### src/rtl/multicycle_ctrl.sv
// Multi-cycle FETCH/DECODE/EXECUTE/MEMORY/WRITEBACK sequencer for the RV32I datapath.
// Drives IR/regfile/dmem/PC strobes and faults on illegal opcodes or data-memory timeout.
module multicycle_ctrl #(
  parameter int MEM_TIMEOUT = 15,
  parameter int CNT_WIDTH   = 32
) (
  input  logic                 clk,
  input  logic                 rst_n,
  input  logic                 instr_valid,
  input  logic [6:0]           opcode,
  input  logic [2:0]           funct3,
  input  logic                 EQ,
  input  logic                 mem_ack,
  output logic                 IRWrite,
  output logic                 PCWrite,
  output logic                 PCSrc,
  output logic                 JumpSrc,
  output logic                 JRetSrc,
  output logic                 RegWrite,
  output logic                 ResultSrc,
  output logic                 MemReq,
  output logic                 MemWrite,
  output logic                 retire,
  output logic [CNT_WIDTH-1:0] instret,
  output logic                 fault,
  output logic [2:0]           state
);

  localparam int WW = $clog2(MEM_TIMEOUT + 1);
  localparam logic [WW-1:0] LAST_WAIT = WW'(MEM_TIMEOUT - 1);

  typedef enum logic [2:0] {
    S_FETCH     = 3'd0,
    S_DECODE    = 3'd1,
    S_EXECUTE   = 3'd2,
    S_MEMORY    = 3'd3,
    S_WRITEBACK = 3'd4,
    S_FAULT     = 3'd5
  } state_t;

  typedef enum logic [3:0] {
    C_NONE, C_R, C_I, C_LOAD, C_STORE, C_BRANCH, C_JAL, C_JALR, C_LUI
  } class_t;

  state_t              r_state, w_next;
  class_t              r_class, w_dec_class;
  logic [2:0]          r_funct3;
  logic [WW-1:0]       r_wait;
  logic [CNT_WIDTH-1:0] r_instret;
  logic                w_taken;

  always_comb begin
    w_dec_class = C_NONE;
    case (opcode)
      7'b0110011: w_dec_class = C_R;
      7'b0010011: w_dec_class = C_I;
      7'b0000011: w_dec_class = C_LOAD;
      7'b0100011: w_dec_class = C_STORE;
      7'b1100011: w_dec_class = C_BRANCH;
      7'b1101111: w_dec_class = C_JAL;
      7'b1100111: w_dec_class = C_JALR;
      7'b0110111: w_dec_class = C_LUI;
      default:    w_dec_class = C_NONE;
    endcase
  end

  assign w_taken = ((r_funct3 == 3'b000) && EQ) || ((r_funct3 == 3'b001) && !EQ);

  always_ff @(posedge clk or negedge rst_n) begin
    if (!rst_n) begin
      r_state   <= S_FETCH;
      r_class   <= C_NONE;
      r_funct3  <= 3'b000;
      r_wait    <= '0;
      r_instret <= '0;
    end else begin
      r_state <= w_next;
      if (r_state == S_DECODE) begin
        r_class  <= w_dec_class;
        r_funct3 <= funct3;
      end
      // Counter sits at zero outside MEMORY, so every MEMORY visit starts clean.
      if (r_state != S_MEMORY)
        r_wait <= '0;
      else if (!mem_ack)
        r_wait <= r_wait + 1'b1;
      if (retire)
        r_instret <= r_instret + 1'b1;
    end
  end

  always_comb begin
    w_next    = r_state;
    IRWrite   = 1'b0;
    PCWrite   = 1'b0;
    PCSrc     = 1'b0;
    JumpSrc   = 1'b0;
    JRetSrc   = 1'b0;
    RegWrite  = 1'b0;
    ResultSrc = 1'b0;
    MemReq    = 1'b0;
    MemWrite  = 1'b0;
    retire    = 1'b0;
    fault     = 1'b0;
    case (r_state)
      S_FETCH: begin
        // rst_n gate keeps IRWrite quiet while reset holds the state in FETCH.
        IRWrite = instr_valid && rst_n;
        if (instr_valid) w_next = S_DECODE;
      end
      S_DECODE: begin
        w_next = (w_dec_class == C_NONE) ? S_FAULT : S_EXECUTE;
      end
      S_EXECUTE: begin
        case (r_class)
          C_BRANCH: begin
            PCWrite = 1'b1;
            PCSrc   = w_taken;
            retire  = 1'b1;
            w_next  = S_FETCH;
          end
          C_LOAD, C_STORE: w_next = S_MEMORY;
          default:         w_next = S_WRITEBACK;
        endcase
      end
      S_MEMORY: begin
        MemReq   = 1'b1;
        MemWrite = (r_class == C_STORE);
        if (mem_ack) begin
          if (r_class == C_STORE) begin
            PCWrite = 1'b1;
            retire  = 1'b1;
            w_next  = S_FETCH;
          end else begin
            w_next = S_WRITEBACK;
          end
        end else if (r_wait == LAST_WAIT) begin
          w_next = S_FAULT;
        end
      end
      S_WRITEBACK: begin
        RegWrite  = 1'b1;
        PCWrite   = 1'b1;
        retire    = 1'b1;
        ResultSrc = (r_class == C_LOAD);
        JumpSrc   = (r_class == C_JAL) || (r_class == C_JALR);
        PCSrc     = JumpSrc;
        JRetSrc   = (r_class == C_JALR);
        w_next    = S_FETCH;
      end
      S_FAULT: begin
        fault  = 1'b1;
        w_next = S_FAULT;
      end
      default: w_next = S_FAULT;
    endcase
  end

  assign instret = r_instret;
  assign state   = r_state;

endmodule
### config.mk
export PLATFORM = sky130hd
export DESIGN_NAME = multicycle_ctrl
export DESIGN_NICKNAME = d
export VERILOG_FILES = /design/src/rtl/multicycle_ctrl.sv
export SDC_FILE = /design/constraint.sdc
export NUM_CORES = 1
export LEC_CHECK = 0
export ABC_AREA = 1
export CAP_MARGIN = 30
export CORE_MARGIN = 1.5
export CORE_UTILIZATION = 52
export DETAILED_ROUTE_END_ITERATION = 6
export MAX_ROUTING_LAYER = met4
export PLACE_DENSITY = 0.78
export REMOVE_ABC_BUFFERS = 1
export SYNTH_ARGS = -nofsm -noshare
export SYNTH_HDL_FRONTEND = slang
export SYNTH_SLANG_ARGS = --single-unit
### constraint.sdc
create_clock -name clk -period 2.16 [get_ports clk]
set_input_delay 0.54 -clock clk [delete_from_list [all_inputs] [get_ports clk]]
set_output_delay 0.54 -clock clk [all_outputs]
set_load 0.02 [all_outputs]
==> impl_results.md <==
- Critical path type: in -> out
- R2r startpoint: r_class[3]
- Fin nets: 572
- Hpwl dp: 6.01 mm
- CTS Root Cell: clkbuf_8
- Clock Latency Late Sink: 0.30 ns
- Final core utilization: 69.4%
- Die Width: 79.9 µm
- Drt pass-1 iters: 5
- WL per Instance: 12.4 µm
- Tmin final: 2.09 ns
- Crit-path cells: clkdlybuf4s50_1 > xor2_1 > nand2_1 > o21ai_0 > buf_2
- Clock slew at reported path FFs: 0.09 ns
- Final Hold Violating Endpoints: 0
- Met3 WL: 340 µm
- Count of state elements after synthesis: 46
- Routed via count: 3,199
- Post-Synthesis Cells: 480
- Area Overhead vs Synth: 26.4%
- Die H: 79.9 µm
- IO Pins: 61
- Rows: 27
- Pin count of the biggest net entering global routing: 47
- Reg-to-reg endpoint: instret[14]
- Min setup slack post-route: 0.0676 ns
- DRC viols: 0
- Placed Area: 3800 µm²
- Sequential element share of the synthesized area: 37.4%
- Leakage: 1.80 nW
- PwrDens: 722 nW/µm²
- Peak supply drop: 709 µV
- Htree depth: 2
- Setup Viol. Count Final: 0
- Netlist cell types: 27
- DRT antenna net count: 0
- CP Data Required Time: 1.62 ns
- Finished Cell Area: 3890 µm²
- Final period utilization: 96.9%
- Initial antenna violation count: 0
- Most frequent cells in the layout: nand2_1 (203), nor2_1 (77), inv_1 (51)
- Initial cell density of the core: 54.9%
- Slowest stage delay, CP: 0.47 ns
- N_diodes: 0
- Max layer used: met4
- Mapped Avg Cell Area: 6.41 µm²
- Filler cells: 505
- Place WS: -0.366 ns
- WHS: 0.383 ns
- CTS Buffer Depth: 2
- Final setup skew: 0.0143 ns
- M1 WL: 3.59 mm
- Routed met2 length: 3.70 mm
- Layout cells sized above 1: 7.93%
- CP Max Fanout: 1
- First-pass GRT wire length: 12.9 mm
- Most common cell after layout, fill and taps aside: nand2_1
- Total GRT Usage: 26.5%
- R2R Setup Slk: 0.30 ns
- Vias in the first global route: 2,899
- Mapped Area: 3080 µm²
- Slowest CP cell: clkdlybuf4s50_1
- Status: finished, final reports clean
- DRT Wirelength: 7.78 mm
- Min-Delay Path Class: in -> async
- Core Area: 5610 µm²
- Slew Limit Headroom: 60.2%
- R2R depth: 9
- Slew Viols, Final: 0
- CP endpoint kind: output port
- MaxCap Viol Count: 0
- WP data arrival: 1.55 ns
- Fmax: 0.478 GHz
- Unrepaired setup endpoints after global routing: no
- Vias per cell: 5.10
- Yosys warns: 0
- Iter 0 DRT Violations: 243
- CTS buffer count: 5
- Worst slew pin tran: 0.597 ns
- Crit-path leading delay family: buffers and inverters
- Worst path bufs/invs: 2
- Full die area: 6390 µm²
- Total global routing overflow: 0
- CTS tree: yes
- Setup Buffers After CTS: 0
- Sink Count: 46
- Placer Congestion: 0.951
- CP Launch Type: input port
- Port buffer count: 60
[logic make-up after synthesis]
kind of cell             count (synthesis)  share of synthesized area, %
adder cells (fa/ha/maj)                  3                          1.22
flip-flops                              46                          37.4
buffers and inverters                   60                          8.82
AO/OA/AOI/OAI                           29                          4.92
AND/OR/NAND/NOR                        330                          44.0
XOR/XNOR                                12                          3.66
[synth_stat cells (all sizes together)]
cell	number	area (µm²)
buf	8	76.3
o22ai	2	12.5
nand3b	3	22.5
inv	52	195
o21ai	22	114
dfrtp	46	1150
nor2	84	333
and3	1	6.26
xor2	12	113
nand3	26	148
a21oi	5	25.0
nor3	4	20.0
nand2	205	774
ha	3	37.5
nand4	7	50.1
[report_power, final]
part / internal (mW) / leakage [nW] / switching, mW / total [mW]
logic: 0.412 / 1.13 / 0.658 / 1.07
clock network: 0.346 / 0.0514 / 0.313 / 0.658
registers: 0.960 / 0.627 / 0.122 / 1.08
[layer usage]
layer	GRT usage, %	vias to the layer above
met4	8.79	0
li1	-	1623
met3	4.11	14
met1	32.8	1469
met5	-	-
met2	44.3	93
[layout make-up]
class	count	area (µm²)	area share [%]
Clock buffer	6	72.6	1.87
Clock inverter	2	37.5	0.965
Inverter	52	195	5.02
Multi-Input combinational cell	374	1670	42.8
Sequential cell	46	1150	29.6
Tap cell	72	90.1	2.32
Timing Repair Buffer	75	678	17.4
[worst max-delay path by stage]
stage / from / end / depth (start not counted)
detailed placement: EQ / PCSrc / 5
global route: state[0] / ResultSrc / 5
CTS: state[0] / PCWrite / 6
floorplan: state[1] / JRetSrc / 5
finish: EQ / PCSrc / 5
global placement: EQ / PCSrc / 5
[sequential cells by signal (all words and copies together) (netlist names)]
register and cells:
instret 32, r_class 4, r_wait 4, r_funct3 3, state 3
[worst register-to-register path: stages, from the launching register on]
cell	delay [ns]
dfrtp_1	0.38
buf_4	0.14
nor2_1	0.18
nand4_2	0.15
nand3_4	0.10
buf_4	0.39
inv_2	0.08
buf_4	0.20
nand2_1	0.09
nand2_1	0.05
[through the flow]
stage	std cells	TNS [ns]	power, mW
final	627	0	2.81
after global routing	627	0	2.98
after CTS	627	0	2.82
after detailed placement	619	-1.38	2.19
after global placement	619	-1.04	2.16
after floorplan	472	-0.208	1.67
[repair_timing]
action | CTS | global route
pin swaps | 0 | 0
endpoints found under the setup margin | 11 | 6
cloned | 0 | 0
hold buffers | 0 | 0
gates resized for setup | 18 | 11
Power figures use the tool's default switching activity.
